**config.mk**
```make
export PLATFORM = sky130hd
export DESIGN_NAME = seg_scan_ctrl
export DESIGN_NICKNAME = d
export VERILOG_FILES = /design/src/rtl/seg_scan_ctrl.sv
export SDC_FILE = /design/constraint.sdc
export NUM_CORES = 1
export LEC_CHECK = 0
export CAP_MARGIN = 10
export CORE_ASPECT_RATIO = 1.1
export CORE_MARGIN = 3
export CORE_UTILIZATION = 49
export DETAILED_ROUTE_END_ITERATION = 16
export PLACE_DENSITY = 0.84
export SYNTH_ARGS = -nofsm -noshare
export SYNTH_HDL_FRONTEND = slang
export SYNTH_SLANG_ARGS = --single-unit
```
**constraint.sdc**
```tcl
create_clock -name clk -period 2.15 [get_ports clk]
set_clock_uncertainty 0.2 [all_clocks]
set_input_delay 0.43 -clock clk [delete_from_list [all_inputs] [get_ports clk]]
set_output_delay 0.43 -clock clk [all_outputs]
set_load 0.05 [all_outputs]
```
**src/rtl/seg_scan_ctrl.sv**
```systemverilog
// seg_scan_ctrl: time-multiplexed 7-segment scan controller.
// One shared combinational BCD decoder serves NUM_DIGITS common-anode
// positions. Host writes land in a shadow bank; the shadow bank is copied
// into the active bank only at the start of each frame, so a frame never
// shows a mix of old and new values.
//
// state  | meaning
// -------+------------------------------------------------------------
// IDLE   | scanning stopped, all anodes off, segments blank
// BLANK  | anti-ghosting guard, anodes off, decoder input settling
// SHOW   | digit idx lit, segment pins hold the latched pattern
module seg_scan_ctrl #(
  parameter int NUM_DIGITS   = 4,
  parameter int IDX_W        = 2,
  parameter int SCAN_DIV     = 1000,
  parameter int BLANK_CYCLES = 2
) (
  input  logic                  clk,
  input  logic                  rst,
  input  logic                  enable,
  input  logic                  wr_en,
  input  logic [IDX_W-1:0]      wr_idx,
  input  logic [3:0]            wr_data,
  input  logic                  err_clr,
  output logic [3:0]            dec_num,
  input  logic [7:0]            dec_seg,
  output logic [NUM_DIGITS-1:0] an_n,
  output logic [7:0]            seg_n,
  output logic                  frame_tick,
  output logic                  err
);

  localparam int CNT_W = (SCAN_DIV > 1) ? $clog2(SCAN_DIV) : 1;
  localparam logic [CNT_W-1:0] CNT_LAST   = CNT_W'(SCAN_DIV - 1);
  localparam logic [CNT_W-1:0] BLANK_LAST = CNT_W'(BLANK_CYCLES - 1);
  localparam logic [IDX_W-1:0] IDX_LAST   = IDX_W'(NUM_DIGITS - 1);

  typedef enum logic [1:0] {
    ST_IDLE  = 2'd0,
    ST_BLANK = 2'd1,
    ST_SHOW  = 2'd2
  } state_t;

  state_t                  state_q, state_d;
  logic [CNT_W-1:0]        cnt_q, cnt_d;
  logic [IDX_W-1:0]        idx_q, idx_d;
  logic [3:0]              shadow_q [NUM_DIGITS];
  logic [3:0]              shadow_d [NUM_DIGITS];
  logic [3:0]              active_q [NUM_DIGITS];
  logic [3:0]              active_d [NUM_DIGITS];
  logic [7:0]              seg_n_q, seg_n_d;
  logic [NUM_DIGITS-1:0]   an_n_q, an_n_d;
  logic [3:0]              dec_num_q, dec_num_d;
  logic                    frame_tick_q, frame_tick_d;
  logic                    err_q, err_d;
  logic                    commit;
  logic                    wr_idx_ok;
  logic                    wr_code_bad;

  assign wr_idx_ok   = (32'(wr_idx) < 32'(NUM_DIGITS));
  assign wr_code_bad = (wr_data >= 4'd10) && (wr_data <= 4'd14);

  // Host write path: sanitise codes into the shadow bank, track sticky error.
  always_comb begin
    for (int i = 0; i < NUM_DIGITS; i++) begin
      shadow_d[i] = shadow_q[i];
      if (wr_en && wr_idx_ok && (wr_idx == IDX_W'(i))) begin
        shadow_d[i] = wr_code_bad ? 4'hF : wr_data;
      end
    end
    err_d = err_q;
    if (err_clr) begin
      err_d = 1'b0;
    end
    // An error-setting write wins over a simultaneous clear.
    if (wr_en && (!wr_idx_ok || wr_code_bad)) begin
      err_d = 1'b1;
    end
  end

  // Scan sequencer: next state, slot counter, digit index, segment latch.
  always_comb begin
    state_d = state_q;
    cnt_d   = cnt_q;
    idx_d   = idx_q;
    seg_n_d = seg_n_q;
    commit  = 1'b0;
    if (!enable) begin
      state_d = ST_IDLE;
      cnt_d   = '0;
      idx_d   = '0;
      seg_n_d = 8'hFF;
    end else begin
      case (state_q)
        ST_IDLE: begin
          state_d = ST_BLANK;
          cnt_d   = '0;
          idx_d   = '0;
          seg_n_d = 8'hFF;
          commit  = 1'b1;
        end
        ST_BLANK: begin
          cnt_d = cnt_q + CNT_W'(1);
          // dec_num has been stable since the first BLANK cycle.
          if (cnt_q == BLANK_LAST) begin
            seg_n_d = dec_seg;
            state_d = ST_SHOW;
          end
        end
        ST_SHOW: begin
          if (cnt_q == CNT_LAST) begin
            cnt_d   = '0;
            state_d = ST_BLANK;
            if (idx_q == IDX_LAST) begin
              idx_d  = '0;
              commit = 1'b1;
            end else begin
              idx_d = idx_q + IDX_W'(1);
            end
          end else begin
            cnt_d = cnt_q + CNT_W'(1);
          end
        end
        default: begin
          state_d = ST_IDLE;
          cnt_d   = '0;
          idx_d   = '0;
          seg_n_d = 8'hFF;
        end
      endcase
    end
  end

  // Frame commit and pin drivers, all derived from the next state so the
  // registered pins line up with the state register.
  always_comb begin
    for (int i = 0; i < NUM_DIGITS; i++) begin
      active_d[i] = commit ? shadow_d[i] : active_q[i];
    end
    dec_num_d = 4'hF;
    if (state_d != ST_IDLE) begin
      for (int i = 0; i < NUM_DIGITS; i++) begin
        if (idx_d == IDX_W'(i)) begin
          dec_num_d = active_d[i];
        end
      end
    end
    an_n_d = '1;
    if (state_d == ST_SHOW) begin
      for (int i = 0; i < NUM_DIGITS; i++) begin
        if (idx_d == IDX_W'(i)) begin
          an_n_d[i] = 1'b0;
        end
      end
    end
    frame_tick_d = commit;
  end

  // State and datapath registers with synchronous active-low reset.
  always_ff @(posedge clk) begin
    if (!rst) begin
      state_q      <= ST_IDLE;
      cnt_q        <= '0;
      idx_q        <= '0;
      shadow_q     <= '{default: 4'hF};
      active_q     <= '{default: 4'hF};
      seg_n_q      <= 8'hFF;
      an_n_q       <= '1;
      dec_num_q    <= 4'hF;
      frame_tick_q <= 1'b0;
      err_q        <= 1'b0;
    end else begin
      state_q      <= state_d;
      cnt_q        <= cnt_d;
      idx_q        <= idx_d;
      shadow_q     <= shadow_d;
      active_q     <= active_d;
      seg_n_q      <= seg_n_d;
      an_n_q       <= an_n_d;
      dec_num_q    <= dec_num_d;
      frame_tick_q <= frame_tick_d;
      err_q        <= err_d;
    end
  end

  assign dec_num    = dec_num_q;
  assign an_n       = an_n_q;
  assign seg_n      = seg_n_q;
  assign frame_tick = frame_tick_q;
  assign err        = err_q;

endmodule

```
---- After elaboration in Yosys (flattened, before gate mapping) ----
Cells that the tools add are included.
W data, S select, Z words.
storage, ports and cells
  bits in registers ....................... 64
  input bits .............................. 19
  output and inout bits ................... 18
operators by class
  mux-type cells .......................... 35
  add/sub/neg operators ................... 2
  bitwise operators ....................... 1
  reductions and logical operators ........ 15
  $lt $le $gt $ge ......................... 2
  equal/unequal tests ..................... 13
operators with widths
  kind                     number
  $mux W4                  13
  $pmux W10 S2             1
  $pmux W8 S2              1
  $eq A2 B2 Y1 const B     7
  $mux W2                  6
  $add A10 B1 Y10 const B  1
  $eq A10 B1 Y1 const B    1
  $eq A10 B10 Y1 const B   1
  $mux W10                 1
  $mux W1                  9
  $mux W8                  1
  $reduce_and A2 Y1        4
  $eq A2 B1 Y1 const B     3
  $logic_and A1 B1 Y1      6
  $logic_not A2 Y1         3
  $pmux W2 S3              1
  $ge A4 B4 Y1 const B     1
  $le A4 B4 Y1 const B     1
  $pmux W2 S2              1
  $reduce_bool A2 Y1       2
  $add A2 B1 Y2 const B    1
  $ne A2 B2 Y1 const B     1
  $pmux W1 S2              1
  $not A1 Y1               1

---- Longest topological paths before layout ----
Gate-level depths: netlist of run 1.
  word-level depth ........................ 10
  depth in mapped cells ................... 10

---- Least setup slack after synthesis of run 1 ----
No wires, ideal clock.
  path type ............................... reg2reg
  start ................................... register state_q[0]
  end ..................................... register dec_num_q[0], in the netlist dec_num[0]
  arrival time ............................ 2.009 ns
  setup slack ............................. -0.198 ns
  data required time ...................... 1.811 ns
  period minus slack after synthesis ...... 2.348 ns
  stages on the path, launching flop included .. 10
  setup time .............................. 0.139 ns
  path buffers ............................ 1
  path through ............................ dfxtp_1 > inv_1 > ha_1 > buf_6 > or3b_1 > o41ai_2 > a31oi_2 > or3_4 > o221ai_1 > o211ai_1
between the ends
  longest elaborated chain between the ends .. 8
  elaborated cells between the ends (all ways) .. 25
RTL lines
  what                                         RTL line  RTL
  start, declared                              44        state_t state_q, state_d;
  start signal, assigned                       173       state_q <= state_d;
  $eq A2 B2 Y1 (tied with other cells)         94        case (state_q)
  $pmux W1 S2 or $pmux W2 S2 (tied branches)   94
  $mux W1 or $mux W2 (tied branches)           88        if (!enable) begin
  $mux W4 or $logic_not A2 Y1 (tied branches)  138, 143
  $mux W4 (4 in a row)                         143       if (idx_d == IDX_W'(i)) begin
  end signal, assigned                         180       dec_num_q <= dec_num_d;
  end, declared                                53        logic [3:0] dec_num_q, dec_num_d;
Several ways; a longest one is shown, not always the timed one.
A chain may end at the register's enable or synchronous reset.

---- Final worst setup path of run 1 ----
Ends and elaborated chain as after synthesis.

==> qor.yml, run 1 <==
outcome: "finished, violations left"
violations: "negative setup slack"
synth_seq_cells: 64
crit_path_top_delay_cell: "or3_4"
grt_pass1_wl_um: 11900
die_h_um: 84.7
irDropWorstVdd_uv: 430
worstMarginPinSlew_ns: 0.518
dominantRegCellSynth: "dfxtp_1"
ant_nets: 0
die_area_um2: 6570
synth_top_area_cell: "dfxtp_1"
hold_class: "reg -> reg"
io_pins: 37
fin_util_pct: 73.3
core_um2: 5430
cts_buffers: 9
synthesis.nets: 325
critPathLaunchType: "flop"
initial_core_util_pct: 50.8
critPathMaxStageDelay_ns: 0.42
vias: 2552
ys_types: 54
worstSetupPathType: "reg -> reg"
cts-hold-fix-buffers: 0
final_hold_viol_count: 0
drive_gt1_share_pct: 32.4
antenna_found_initial: 0
period_share_pct: 108
die_x_um: 77.5
min_to: "active_q[4]"
min_period_ns: 2.32
fill_cells: 346
track_usage_pct: 22.7
cts_tree: "yes"
route.final.wire_length_um: 7360
grt_overflow_total: 0
setup_slack_ns: -0.171
async_reset_ff_share_pct: 0
r2r_cells: 8
pwr_density_cell_nw_per_um2: 599
synth_warnings: 0
final_area_um2: 3980
grt_max_degree: 20
synth_area_per_cell_um2: 9.23
area_delta_synth_final_pct: 44.3
grt_pass1_vias: 2665
rrSetupSlack_ns: -0.17
clk-insertion-delay-late_ns: 0.34
drtIter0Drc: 114
dp_hpwl_um: 5020
finalPower_mw: 2.39
synth_cells: 299
rr_endpoint: "dec_num[0]"
via_per_inst: 5.40
critPathCaptureType: "flop"
crit_arrival_ns: 2.33
rsz0062_at_grt: "true"
placementRows: 28
place_area_um2: 3630
critPathBufInv: 1
synth_area_leaders: "dfxtp_1, nand2_1, o21ai_0"
worstHoldStart: "active_q[4]"
crit_fanout: 5
required_ns: 2.16
dr.pass1.iters: 4
cpLargestDelayFamily: "simple AND/OR/NAND/NOR gates"
wl_per_cell_um: 15.6
rr_startpoint: "state_q[0]"
syn_area_um2: 2760
cts_buffer_depth: 2
antennaDiodeCount: 0
cp_cell_sequence: "inv_2 > ha_4 > or3b_4 > o41ai_4 > a31oi_4 > or3_4 > o221ai_2 > o211ai_1"
synth_seq_area_share_pct: 46.4
drc: 0
htree_levels: 3
cap_violations: 0
slew_headroom_pct: 65.4
cts.sink_count: 64
io_buffers: 36
min_path_cells: 2
dp_slack_ns: -0.422
max_clock_freq_ghz: 0.431
p_leak_nw: 1.66
cts-root-buf: "clkbuf_8"
synth_edf_count: 0
finalSetupViolations: 8
layout.nets: 422
holdWs_ns: 0.269
gp_congestion: 0.825
slew_viol_final: 0
path_clk_slew_ns: 0.06
synth.top_cell.area_share_pct: 46.4
[layer usage]
layer | vias up | track usage [%] | part of all wire (%)
met5 | - | 0 | 0
met2 | 69 | 43.4 | 56
met3 | 20 | 5.36 | 4.1
li1 | 1247 | - | -
met4 | 0 | 9.39 | 2.4
met1 | 1216 | 23.5 | 37
[area by class of cell]
| class | instances | area, um^2 | area share (%) |
|---|---|---|---|
| multi-input cells | 216 | 1550 | 39.0 |
| flip-flops and latches | 64 | 1290 | 32.4 |
| repair buffers | 95 | 848 | 21.3 |
| clock buffers | 12 | 155 | 3.90 |
| well taps | 75 | 93.8 | 2.36 |
| inverters | 10 | 37.5 | 0.943 |
| clock inverters | 1 | 5.00 | 0.126 |
[cell usage after synthesis, drive strengths merged, types with 6 or more instances]
cell	count
nand2	47
dfxtp	64
nand3	15
ha	7
nor2	21
inv	10
or2	15
o22ai	8
mux2i	11
o21ai	25
a21oi	9
clkbuf	6
[registers in the layout (all words and copies together), names as in the netlist]
signal	cells
active_q	16
an_n	4
seg_n	8
shadow_q	16
frame_tick	1
state_q	2
err	1
dec_num	4
cnt_q	10
idx_q	2
[per-stage QoR]
step           cells  TNS [ns]
2_1_floorplan    299    -0.512
3_3_place_gp     457     -2.94
3_5_place_dp     457     -4.20
4_1_cts          472     -1.04
5_1_grt          473     -1.49
6_report         473    -0.819
[how the worst max path moves through the flow]
stage | from | end | slack, ns | cells after the start
global route | state_q[0] | dec_num[3] | -0.23 | 11
finish | state_q[0] | dec_num[0] | -0.17 | 8
floorplan | state_q[0] | dec_num[0] | -0.17 | 9
global placement | wr_idx[0] | dec_num[3] | -0.36 | 7
CTS | state_q[0] | dec_num[0] | -0.20 | 8
detailed placement | wr_idx[0] | dec_num[3] | -0.42 | 7
[worst register-to-register path, stage by stage, from the launching register on]
cell and delay (ns):
dfxtp_2 0.33, inv_2 0.09, ha_4 0.14, or3b_4 0.38, o41ai_4 0.28, a31oi_4 0.09
or3_4 0.42, o221ai_2 0.14, o211ai_1 0.12
[repair_timing]
item	CTS	global route
gates resized for setup	15	33
setup buffers	2	1
hold endpoints to repair	0	0
pin swaps	8	4
endpoints found under the setup margin	14	23
[kinds of logic after synthesis]
family                   count (synthesis)  share of synthesized area (%)
XOR/XNOR                                 6                           1.90
multiplexers                            16                           6.03
AND/OR/NAND/NOR                        122                           23.9
buffers and inverters                   19                           3.17
flip-flops                              64                           46.4
AO/OA/AOI/OAI                           65                           15.3
adder cells (fa/ha/maj)                  7                           3.17
[report_power, final]
group / leakage [nW] / internal [mW] / switching, mW
clock network: 0.0842 / 0.460 / 0.414
logic: 1.05 / 0.142 / 0.142
registers: 0.524 / 1.22 / 0.0100
[layout by cell type, fill, tap and decap left out, types with 5 or more instances in the layout]
cell	synthesis	final
dfxtp_1	64	59
buf_4	0	57
nand2_1	46	45
clkdlybuf4s50_1	0	28
nor2_1	21	20
o21ai_0	25	17
or2_2	15	15
nand3_1	13	13
clkbuf_8	0	11
mux2i_1	11	9
inv_1	9	8
o21ai_1	0	8
o22ai_1	8	8
dlymetal6s2s_1	0	8
a21oi_1	9	7
xor2_1	5	5
Power figures use the tool's default switching activity.
==> inputs of run 2 (changes only) <==
- CORE_ASPECT_RATIO: 1.1 -> unset
==> run 2 against run 1 <==
  * The flow still finishes with violations (negative setup slack)
  * Hold slack worse by 0.0041 ns
  * First-iteration DRC count rose by 56%
  * Sequential share of layout area decreased by 0.29 points
  * Critical endpoint is now dec_num[2]
  * Largest power group unchanged
==> qor.yml, run 2 (synthesized netlist as in run 1, its figures left out) <==
outcome: "finished, violations left"
violations: "negative setup slack"
cts_buffer_depth: 2  # unchanged
wl_per_cell_um: 16.4  # +5.5%
worstSetupPathType: "reg -> reg"
antenna_found_initial: 0  # unchanged
dr.pass1.iters: 4  # unchanged
crit_arrival_ns: 2.32  # about the same
cap_violations: 0  # unchanged
io_buffers: 36  # unchanged
cts-hold-fix-buffers: 0  # unchanged
critPathCaptureType: "flop"
path_clk_slew_ns: 0.07  # about the same
initial_core_util_pct: 52.4  # +1.5 points
grt_pass1_wl_um: 11900  # -0.18%
grt_max_degree: 17  # -15%
max_clock_freq_ghz: 0.436  # +1.1%
finalSetupViolations: 9  # +1
die_h_um: 81.0  # -4.3%
final_hold_viol_count: 0  # unchanged
drtIter0Drc: 178  # +56%
cts_buffers: 9  # unchanged
track_usage_pct: 23.8  # +1.0 points
gp_congestion: 0.816  # -1.1%
stdcell_count: 472  # -0.21%
via_per_inst: 5.51  # +2.1%
drive_gt1_share_pct: 34.1  # +1.7 points
ant_nets: 0  # unchanged
core_um2: 5270  # -2.9%
vias: 2599  # +1.8%
fill_cells: 350  # +1.2%
placementRows: 26  # -7.1%
place_inst: 453  # -0.88%
multi_input_area_um2: 1570  # +1.0%
io_pins: 37  # unchanged
slew_headroom_pct: 65.4  # about the same
area_delta_synth_final_pct: 45.9
required_ns: 2.18  # +0.02 ns
register_area_um2: 1290  # +0.19%
rrSetupSlack_ns: -0.15  # +0.03 ns
setup_slack_ns: -0.145  # +0.0259 ns
die_x_um: 81.0  # +4.5%
top_regs: "active_q: 16 flops, shadow_q: 16 flops, cnt_q: 10 flops"
cts.sink_count: 64  # unchanged
layout.nets: 424  # +0.47%
cts_tree: "yes"
crit_fanout: 5  # unchanged
irDropWorstVdd_uv: 551  # +28%
hold_class: "reg -> reg"
slew_viol_final: 0  # unchanged
holdWs_ns: 0.265  # -0.00413 ns
min_period_ns: 2.30  # -0.0259 ns
period_share_pct: 107  # -1.2 points
p_leak_nw: 1.66  # -0.38%
final_cell_mix: "dfxtp_1, buf_4, nand2_1"
pwr_density_cell_nw_per_um2: 599  # about the same
route.final.wire_length_um: 7740  # +5.2%
grt_overflow_total: 0  # unchanged
dp_slack_ns: -0.437  # -0.0151 ns
drc: 0  # unchanged
grt_pass1_vias: 2579  # -3.2%
die_area_um2: 6570  # about the same
critPathLaunchType: "flop"
htree_levels: 3  # unchanged
rsz0062_at_grt: "true"
antennaDiodeCount: 0  # unchanged
layout_commonest_cell: "dfxtp_1"
cts-root-buf: "clkbuf_8"
worstMarginPinSlew_ns: 0.518  # +0.000248 ns
clk-insertion-delay-late_ns: 0.35  # about the same
dp_hpwl_um: 4940  # -1.7%
-- run 2: metal layers --
| layer | global-route usage [%] | vias to the layer above | part of all wire (%) |
|---|---|---|---|
| li1 | - | 1251 | - |
| met1 | 24.1 | 1224 | 39 |
| met2 | 45.4 | 92 | 52 |
| met3 | 6.76 | 32 | 5.0 |
| met4 | 9.46 | 0 | 3.9 |
| met5 | 0 | - | 0 |
-- run 2: area by class of cell --
class                      instances  share of cell area [%]
inverter                          10                   0.933
tap                               70                    2.18
timing repair buffer              97                    21.6
sequential                        64                    32.1
clock buffer                      11                    3.76
clock inverter                     4                   0.498
multi-input combinational        216                    38.9
-- run 2: worst paths after layout --
path,start,endpoint,depth (start not counted)
worst max-delay path,state_q[0],dec_num[2],8
worst min-delay path,active_q[4],active_q[4],2
worst max register to register,state_q[0],dec_num[2],8
worst min register to register,active_q[4],active_q[4],2
-- run 2: through the flow --
| step | setup TNS [ns] | area [um^2] | util (%) | total power [mW] |
|---|---|---|---|---|
| detailed placement | -4.08 | 3630 | 68.9 | 1.51 |
| floorplan | -0.512 | 2780 | - | 1.38 |
| global placement | -3.12 | 3630 | 68.9 | 1.50 |
| CTS | -0.737 | 3920 | 74.4 | 2.42 |
| global route | -1.52 | 4020 | 76.4 | 2.50 |
| finish | -0.901 | 4020 | 76.4 | 2.41 |
-- run 2: critical path, stage by stage (launching register included) --
cell and delay, ns:
dfxtp_2 0.33, inv_2 0.08, ha_4 0.13, or3b_4 0.38
o41ai_4 0.27, a31oi_4 0.09, or3_4 0.43, o221ai_2 0.16
o211ai_1 0.10
-- run 2: report_power, final --
group	internal (mW)	switching [mW]	leakage (nW)
Sequential	1.22	0.00994	0.524
Clock	0.466	0.446	0.0947
Combinational	0.137	0.138	1.04
-- run 2: what timing repair did --
action,CTS,global route
endpoints found under the setup margin,14,25
setup buffers,3,1
pin swaps,13,5
resized for setup,21,33
==> inputs of run 3 (changes only) <==
--- a/config.mk
+++ b/config.mk
@@ -8,6 +8,8 @@
 export CAP_MARGIN = 10
+export CELL_PAD_IN_SITES_DETAIL_PLACEMENT = 0
+export CELL_PAD_IN_SITES_GLOBAL_PLACEMENT = 1
 export CORE_MARGIN = 3
-export CORE_UTILIZATION = 49
+export CORE_UTILIZATION = 37
 export DETAILED_ROUTE_END_ITERATION = 16
-export PLACE_DENSITY = 0.84
+export PLACE_DENSITY_LB_ADDON = 0.1
 export SYNTH_ARGS = -nofsm -noshare
==> constraint.sdc (replaced) <==
create_clock -name clk -period 2.15 [get_ports clk]
set_clock_uncertainty 0.2 [all_clocks]
set_input_delay 0.645 -clock clk [delete_from_list [all_inputs] [get_ports clk]]
set_output_delay 0.645 -clock clk [all_outputs]
set_load 0.05 [all_outputs]
==> run 3 against run 2 <==
  * The flow still finishes with violations (negative setup slack)
  * Hold slack worse by 0.0036 ns
  * Count of clock-buffer cells in the layout unchanged
  * Die area up 30%
  * Sequential cell count unchanged
  * First-iteration DRC count down 53%
  * Critical path depth unchanged
  * Sequential share of layout area down 1.0 points
  * Utilization down 17 points
  * Via count down 3.3%
  * Register-to-register slack better by 0.04 ns
  * Non-clock buffer count up 7
  * Cell count up 7.2%
  * Critical path type unchanged
  * Largest power group is now the clock network
==> qor.yml, run 3 (synthesized netlist as in run 1, its figures left out) <==
outcome: "finished, violations left"
violations: "negative setup slack"
grt_pass1_wl_um: 11500  # -2.8%
slew_headroom_pct: 72.1  # +6.6 points
final_hold_viol_count: 0  # unchanged
ant_nets: 0  # unchanged
cap_violations: 0  # unchanged
drive_gt1_share_pct: 40.7  # +6.7 points
min_path_cells: 2  # unchanged
crit_path_top_delay_cell: "or3_4"
htree_levels: 3  # unchanged
rsz0062_at_grt: "true"
die_area_um2: 8530  # +30%
placementRows: 30  # +15%
rrSetupSlack_ns: -0.10  # +0.04 ns
crit_arrival_ns: 2.28  # -0.04 ns
min_to: "active_q[1]"
die_h_um: 92.4  # +14%
top_regs: "active_q: 16 flops, shadow_q: 16 flops, cnt_q: 10 flops"
grt_pass1_vias: 2431  # -5.7%
grt_max_degree: 20  # +3
critPathLaunchType: "flop"
io_buffers: 36  # unchanged
hold_class: "reg -> reg"
drc: 0  # unchanged
drtIter0Drc: 84  # -53%
dr.pass1.iters: 5  # +1
antenna_found_initial: 0  # unchanged
fin_util_pct: 59.2  # -17 points
worstSetupPathType: "reg -> reg"
worstMarginPinSlew_ns: 0.414  # -0.104 ns
vias: 2513  # -3.3%
r2r_cells: 8  # unchanged
finalPower_mw: 2.79  # +16%
pwr_density_cell_nw_per_um2: 671  # +12%
path_clk_slew_ns: 0.07  # about the same
core_um2: 7020  # +33%
via_per_inst: 4.97  # -9.8%
crit_fanout: 4  # -1
grt_overflow_total: 0  # unchanged
rr_endpoint: "dec_num[2]"
cts-root-buf: "clkbuf_8"
io_pins: 37  # unchanged
worstHoldStart: "active_q[1]"
irDropWorstVdd_uv: 417  # -24%
gp_congestion: 0.769  # -5.8%
die_x_um: 92.4  # +14%
wl_per_cell_um: 14.2  # -13%
cts_buffer_depth: 2  # unchanged
cts-hold-fix-buffers: 0  # unchanged
layout.nets: 431  # +1.7%
cts_tree: "yes"
cts_buffers: 9  # unchanged
required_ns: 2.18  # about the same
critPathCaptureType: "flop"
period_share_pct: 105  # -2.0 points
cts.sink_count: 64  # unchanged
dp_hpwl_um: 5190  # +5.1%
final_cell_mix: "buf_4, dfxtp_1, nand2_1"
dp_slack_ns: -0.691  # -0.255 ns
fill_cells: 663  # +89%
track_usage_pct: 17.5  # -6.3 points
finalSetupViolations: 4  # -5
layout_commonest_cell: "buf_4"
cp_cell_sequence: "inv_2 > ha_4 > or3b_4 > o41ai_4 > a31oi_4 > or3_4 > o221ai_2 > o211ai_1"
critPathMaxStageDelay_ns: 0.42  # about the same
initial_core_util_pct: 39.3  # -13 points
p_leak_nw: 1.75  # +5.9%
final.setup.tns_ns: -0.360  # +0.541 ns
rr_startpoint: "state_q[0]"
min_period_ns: 2.25  # -0.0432 ns
area_delta_synth_final_pct: 50.7
antennaDiodeCount: 0  # unchanged
setup_slack_ns: -0.102  # +0.0432 ns
route.final.wire_length_um: 7190  # -7.2%
clk-insertion-delay-late_ns: 0.35  # about the same
max_clock_freq_ghz: 0.444  # +1.9%
slew_viol_final: 0  # unchanged
[run 3: through the flow]
stage               cells  hold slack, ns  area (um^2)
detailed placement    478           0.249         3600
finish                506           0.261         4160
floorplan             299           0.223         2780
global placement      478           0.246         3600
CTS                   501           0.267         3960
global route          506           0.286         4160
[run 3: critical path, delay by kind of cell (launching register included)]
family	cells	cell delay, ns
and+or+nand+nor	2	0.80
AOI/OAI and AO/OA	4	0.62
buffers and inverters	1	0.07
adders and majority gates	1	0.13
DFF	1	0.32
[run 3: final cells by class]
class                           instances  area, um^2  area share [%]
Inverter                               10        37.5           0.903
Multi-Input combinational cell        216        1610            38.7
Timing Repair Buffer                  104         853            20.5
Clock buffer                           11         141            3.40
Tap cell                               96         120            2.89
Sequential cell                        64        1290            31.1
Clock inverter                          5         104            2.50
[run 3: per-layer routing]
| layer | track usage [%] | vias to the layer above | share of wire [%] |
|---|---|---|---|
| met5 | 0 | - | 0 |
| met4 | 9.53 | 0 | 3.2 |
| met3 | 5.44 | 23 | 4.4 |
| met2 | 29.2 | 56 | 50 |
| met1 | 19.7 | 1161 | 43 |
| li1 | - | 1273 | - |
[run 3: timing repair]
action,CTS,global route
resized for setup,29,39
pin swaps,11,12
buffers inserted,7,5
endpoints found under the setup margin,15,14
[run 3: worst max path at each step]
stage / startpoint / end / depth (start not counted)
after floorplan: state_q[0] / dec_num[0] / 9
after global placement: wr_idx[0] / dec_num[0] / 6
after detailed placement: wr_idx[0] / dec_num[0] / 6
after CTS: state_q[0] / dec_num[0] / 8
after global routing: state_q[0] / dec_num[3] / 11
final: state_q[0] / dec_num[2] / 8
[run 3: where the power goes]
part / leakage [nW] / internal, mW / switching (mW)
clock network: 0.124 / 0.802 / 0.478
registers: 0.524 / 1.21 / 0.00997
logic: 1.11 / 0.141 / 0.142
total: 1.75 / 2.16 / 0.630
==> RTL change 1 (config.mk and constraints of run 1) <==
Re-encode `state_t` (3 states) as one-hot, 3 bits wide.
--- a/src/rtl/seg_scan_ctrl.sv
+++ b/src/rtl/seg_scan_ctrl.sv
@@ -36,8 +36,8 @@
   localparam logic [IDX_W-1:0] IDX_LAST   = IDX_W'(NUM_DIGITS - 1);
 
-  typedef enum logic [1:0] {
-    ST_IDLE  = 2'd0,
-    ST_BLANK = 2'd1,
-    ST_SHOW  = 2'd2
+  typedef enum logic [2:0] {
+    ST_IDLE  = 3'b001,
+    ST_BLANK = 3'b010,
+    ST_SHOW  = 3'b100
   } state_t;
 
Check against the original RTL: same outputs for any inputs over 10 cycles, from zero or initial values and one cycle with rst low; not proved beyond that.
==> RTL change 1 against run 1 <==
- the run still ends with setup timing left
- setup slack better by 0.11 ns
- critical path depth is 2 lower
- final area is 4.4% lower
- combinational power is 6% lower
- die area is 0.76% lower
- total power is 5.4% higher
- via count is 0.27% higher
- final cell count is 2.1% lower
- routed wire length is 3.6% lower
- synthesized cell count is 1.3% higher
- sequential cell count is 1 higher
- area after synthesis is 0.82% lower
- largest power group unchanged
- highest routed layer unchanged
==> RTL change 1: results (changes against run 1) <==
.. list-table::
   :header-rows: 1

   * - Metric
     - Value
   * - Result of the run
     - complete, but fails checks (unchanged)
   * - Failing checks
     - setup timing (unchanged)
   * - Wire length per cell after detailed routing
     - 15.3 um (was 15.6 um)
   * - Max stage delay on crit path
     - 0.54 ns (was 0.42 ns)
   * - Post-layout worst setup margin
     - -0.0601 ns (was -0.171 ns)
   * - Instance area at placement
     - 3500 um^2 (was 3630 um^2)
   * - Synth Area in Adders
     - 1.37% (was 3.17%)
   * - Static leakage
     - 1.55 nW (was 1.66 nW)
   * - Count of endpoints failing setup in the final report
     - 4 (was 8)
   * - Most frequent cells after synthesis
     - 65 x sky130_fd_sc_hd__dfxtp_1, 52 x sky130_fd_sc_hd__nand2_1, 27 x sky130_fd_sc_hd__nor2_1 (was 64 x sky130_fd_sc_hd__dfxtp_1, 46 x sky130_fd_sc_hd__nand2_1, 25 x sky130_fd_sc_hd__o21ai_0)
   * - VDD IR max
     - 0.416 mV (was 0.430 mV)
   * - Ratio of cells with drive above 1 in the final layout
     - 27.4% (was 32.4%)
   * - Overall fraction of global-route tracks in use
     - 22.1% (was 22.7%)
   * - Average cell area after synthesis
     - 9.03 um^2 (was 9.23 um^2)
   * - Data arrival time at the worst-slack endpoint
     - 2.27 ns (was 2.33 ns)
   * - Critical-path top delay cell
     - sky130_fd_sc_hd__or4b_4 (was sky130_fd_sc_hd__or3_4)
   * - Yosys cell types
     - 51 (was 54)
   * - Sw Share
     - 24.1% (was 23.7%)
   * - Register area
     - 1310 um^2 (was 1290 um^2)
   * - Compound-gate portion of the synthesized area
     - 15.9% (was 15.3%)
   * - Global placer's final weighted congestion
     - 0.829 (was 0.825)
   * - Global-route wire length before repair
     - 11500 um (was 11900 um)
   * - Maximum fanout count along the critical path
     - 8 (was 5)
   * - Number of filler cells placed in the layout
     - 370 (was 346)
   * - Largest cells by area after synthesis
     - sky130_fd_sc_hd__dfxtp_1 48%, sky130_fd_sc_hd__nand2_1 7.1%, sky130_fd_sc_hd__nor2_1 3.7%, sky130_fd_sc_hd__mux2i_1 3.3%, sky130_fd_sc_hd__a21oi_1 3.1% (was sky130_fd_sc_hd__dfxtp_1 46%, sky130_fd_sc_hd__nand2_1 6.3%, sky130_fd_sc_hd__o21ai_0 4.5%, sky130_fd_sc_hd__mux2i_1 4.0%, sky130_fd_sc_hd__or2_2 3.4%)
   * - Largest net degree at the start of global routing
     - 27 (was 20)
-- RTL change 1: path summary, 6_finish.rpt --
path                    start     endpoint  slack [ns]  cells after the start
hold reg to reg   shadow_q[2]  shadow_q[2]        0.27                      2
setup / recovery     idx_q[0]   dec_num[2]       -0.06                      6
setup reg to reg     idx_q[0]   dec_num[2]       -0.06                      6
hold / removal    shadow_q[2]  shadow_q[2]        0.27                      2
-- RTL change 1: layer usage --
metal / vias to the layer above / track usage (%) / routed length (um)
met5: - / 0 / 0
met4: 0 / 12.3 / 210
met3: 25 / 5.04 / 263
met2: 72 / 37.1 / 3550
met1: 1236 / 25.9 / 3070
li1: 1226 / - / -
-- RTL change 1: area by class of cell --
| type | count | share of cell area [%] |
|---|---|---|
| tap | 72 | 2.37 |
| clock inverter | 2 | 0.263 |
| inverter | 7 | 0.691 |
| multi-input combinational | 218 | 38.0 |
| timing repair buffer | 85 | 19.6 |
| clock buffer | 14 | 4.80 |
| sequential | 65 | 34.3 |
-- RTL change 1: timing repair --
item | in CTS | in global routing
gates resized for setup | 12 | 14
endpoints found under the setup margin | 8 | 18
buffers inserted | 0 | 4
pin swaps | 3 | 4
-- RTL change 1: cells by family (layout without fill, tap and decap cells) --
logic type               Yosys count  after routing
buffers and inverters             20            108
flip-flops                        65             65
multiplexers                      11             11
XOR/XNOR                           8              8
AND/OR/NAND/NOR                  136            136
AO/OA/AOI/OAI                     60             60
adder cells (fa/ha/maj)            3              3
-- RTL change 1: power groups by stage --
stage | registers, mW | logic, mW | clock network (mW)
after floorplan | 1.29 | 0.128 | 0
after global placement | 1.28 | 0.249 | 0
after detailed placement | 1.28 | 0.256 | 0
after CTS | 1.26 | 0.261 | 0.998
after global routing | 1.26 | 0.291 | 1.06
final | 1.26 | 0.269 | 0.987
-- RTL change 1: worst min-delay path, stage by stage (launching register included) --
cell and delay (ns):
sky130_fd_sc_hd__dfxtp_1 0.31, sky130_fd_sc_hd__a21oi_1 0.07, sky130_fd_sc_hd__nand2_1 0.06
-- RTL change 1: through the flow --
step / setup slack, ns / hold WS [ns]
floorplan: -0.000824 / 0.227
global placement: -0.182 / 0.238
detailed placement: -0.243 / 0.245
CTS: -0.0523 / 0.268
global route: -0.110 / 0.289
finish: -0.0601 / 0.267
==> RTL change 2 (settings of run 1) <==
Without the edit above. Change the parameter `SCAN_DIV` from 1000 to 500.
--- a/src/rtl/seg_scan_ctrl.sv
+++ b/src/rtl/seg_scan_ctrl.sv
@@ -13,5 +13,5 @@
   parameter int NUM_DIGITS   = 4,
   parameter int IDX_W        = 2,
-  parameter int SCAN_DIV     = 1000,
+  parameter int SCAN_DIV     = 500,
   parameter int BLANK_CYCLES = 2
 ) (
Formal check against the unedited RTL: same outputs for any inputs over 10 cycles, from zero or initial values and one cycle with rst low; that may be too few to reach the edited logic, so the function may still have changed.
==> RTL change 2 against run 1 <==
- the flow still finishes with violations (setup timing)
- global-route usage is essentially flat
- total power grew 8.8%
- largest power group unchanged
- clock power grew 26%
- sequential cell count shrank 1
- setup slack gained 0.16 ns
- routed wire length shrank 2.9%
- area after synthesis shrank 4.2%
- die area shrank 3.9%
- final cell count shrank 2.1%
- count of clock-buffer cells in the layout grew 1
- non-clock buffer count grew 5
- final area shrank 1.8%
- critical path type unchanged
==> RTL change 2: results (changes against run 1) <==
.. list-table::
   :header-rows: 1

   * - Metric
     - Value
   * - Wire length per cell after detailed routing
     - 15.4 um (was 15.6 um)
   * - Critical-path top delay cell
     - sky130_fd_sc_hd__dfxtp_2 (was sky130_fd_sc_hd__or3_4)
   * - Post-Place Setup Slack
     - -0.347 ns (was -0.422 ns)
   * - Starting DRT DRC Count
     - 179 (was 114)
   * - Met2 Usage GRT
     - 42.1% (was 43.4%)
   * - VDD IR max
     - 0.507 mV (was 0.430 mV)
   * - Overall fraction of global-route tracks in use
     - 22.8% (was 22.7%)
   * - Routed metal-1 wire length
     - 2810 um (was 2740 um)
   * - Synth Net Count
     - 313 (was 325)
   * - Number of global-route vias before repair
     - 2553 (was 2665)
   * - Maximum fanout count along the critical path
     - 26 (was 5)
   * - Count of endpoints failing setup in the final report
     - 3 (was 8)
   * - Grt met3 use
     - 6.07% (was 5.36%)
   * - Met1 capacity usage during global routing
     - 24.3% (was 23.5%)
   * - Number of filler cells placed in the layout
     - 334 (was 346)
   * - Global placer's final weighted congestion
     - 0.805 (was 0.825)
   * - Largest cells by area after synthesis
     - sky130_fd_sc_hd__dfxtp_1 48%, sky130_fd_sc_hd__nand2_1 7.4%, sky130_fd_sc_hd__mux2i_1 5.7%, sky130_fd_sc_hd__nor2_1 3.4%, sky130_fd_sc_hd__ha_1 3.3% (was sky130_fd_sc_hd__dfxtp_1 46%, sky130_fd_sc_hd__nand2_1 6.3%, sky130_fd_sc_hd__o21ai_0 4.5%, sky130_fd_sc_hd__mux2i_1 4.0%, sky130_fd_sc_hd__or2_2 3.4%)
   * - Most frequent cells after synthesis
     - 63 x sky130_fd_sc_hd__dfxtp_1, 52 x sky130_fd_sc_hd__nand2_1, 24 x sky130_fd_sc_hd__nor2_1 (was 64 x sky130_fd_sc_hd__dfxtp_1, 46 x sky130_fd_sc_hd__nand2_1, 25 x sky130_fd_sc_hd__o21ai_0)
   * - Failing checks
     - setup timing (unchanged)
   * - Largest net degree at the start of global routing
     - 29 (was 20)
   * - Estimated wirelength of the detail-placed design
     - 4690 um (was 5020 um)
   * - Result of the run
     - complete, but fails checks (unchanged)
   * - Post-layout worst setup margin
     - -0.0157 ns (was -0.171 ns)
   * - Instance area at placement
     - 3490 um^2 (was 3630 um^2)
   * - Max stage delay on crit path
     - 0.35 ns (was 0.42 ns)
   * - Worst relative slew slack
     - 65.0% (was 65.4%)
   * - Static leakage
     - 1.65 nW (was 1.66 nW)
   * - Detail Route met3 WL
     - 415 um (was 302 um)
   * - Final total negative setup slack
     - -0.0361 ns (was -0.819 ns)
==> RTL change 2: cell types whose count changed in the layout (fill, tap and decap cells not counted), moves of 5 or more <==
cell / before / now
sky130_fd_sc_hd__nand3_1: 13 / 8
sky130_fd_sc_hd__o21ai_0: 17 / 9
sky130_fd_sc_hd__o21ai_1: 8 / 3
sky130_fd_sc_hd__or2_2: 15 / 10
==> RTL change 2: kinds of logic after synthesis <==
logic type | count (synthesis) | share of synthesized area [%]
muxes | 19 | 7.53
buffers and inverters | 20 | 2.94
adders and majority gates | 7 | 3.31
AOI/OAI and AO/OA | 55 | 14.2
and+or+nand+nor | 116 | 22.0
xor gates and xnor gates | 7 | 2.32
DFF | 63 | 47.7
==> RTL change 2: layout make-up <==
class | count | area [um^2] | share of cell area [%]
timing repair buffer | 100 | 881 | 22.5
tap | 72 | 90.1 | 2.30
multi-input combinational | 204 | 1420 | 36.2
inverter | 9 | 33.8 | 0.864
clock buffer | 13 | 179 | 4.58
clock inverter | 2 | 37.5 | 0.960
sequential | 63 | 1270 | 32.6
==> RTL change 2: worst paths after layout <==
kind | startpoint | to | slack, ns | cells past startpoint
min | shadow_q[4] | shadow_q[4] | 0.27 | 2
min reg2reg | shadow_q[4] | shadow_q[4] | 0.27 | 2
max | cnt_q[1] | dec_num[1] | -0.02 | 8
max reg2reg | cnt_q[1] | dec_num[1] | -0.02 | 8
==> RTL change 2: power groups by stage <==
| stage | registers, mW | clock network [mW] | logic (mW) |
|---|---|---|---|
| after floorplan | 1.24 | 0 | 0.115 |
| after detailed placement | 1.23 | 0 | 0.262 |
| after global placement | 1.23 | 0 | 0.253 |
| after CTS | 1.21 | 1.11 | 0.266 |
| final | 1.21 | 1.10 | 0.288 |
| after global routing | 1.21 | 1.16 | 0.312 |
==> RTL change 2: metrics by stage <==
| step | cells | utilization, % |
|---|---|---|
| finish | 463 | 76.6 |
| global route | 463 | 76.6 |
| CTS | 456 | 73.4 |
| detailed placement | 439 | 68.5 |
| global placement | 439 | 68.5 |
| floorplan | 287 | - |
==> RTL change 2: worst reg2reg max path: stages, from the launching register on <==
cell and delay (ns):
sky130_fd_sc_hd__dfxtp_2 0.35, sky130_fd_sc_hd__ha_4 0.16, sky130_fd_sc_hd__nand4bb_4 0.12, sky130_fd_sc_hd__buf_6 0.15, sky130_fd_sc_hd__o31a_1 0.30, sky130_fd_sc_hd__buf_12 0.17
sky130_fd_sc_hd__a21oi_1 0.24, sky130_fd_sc_hd__a2bb2oi_1 0.24, sky130_fd_sc_hd__o211ai_1 0.12
==> RTL change 2: timing repair <==
action                     4_1_cts  5_1_grt
setup endpoints to repair        6       27
resized for setup                8       33
pin swaps                        0        1
buffers inserted                 2        7
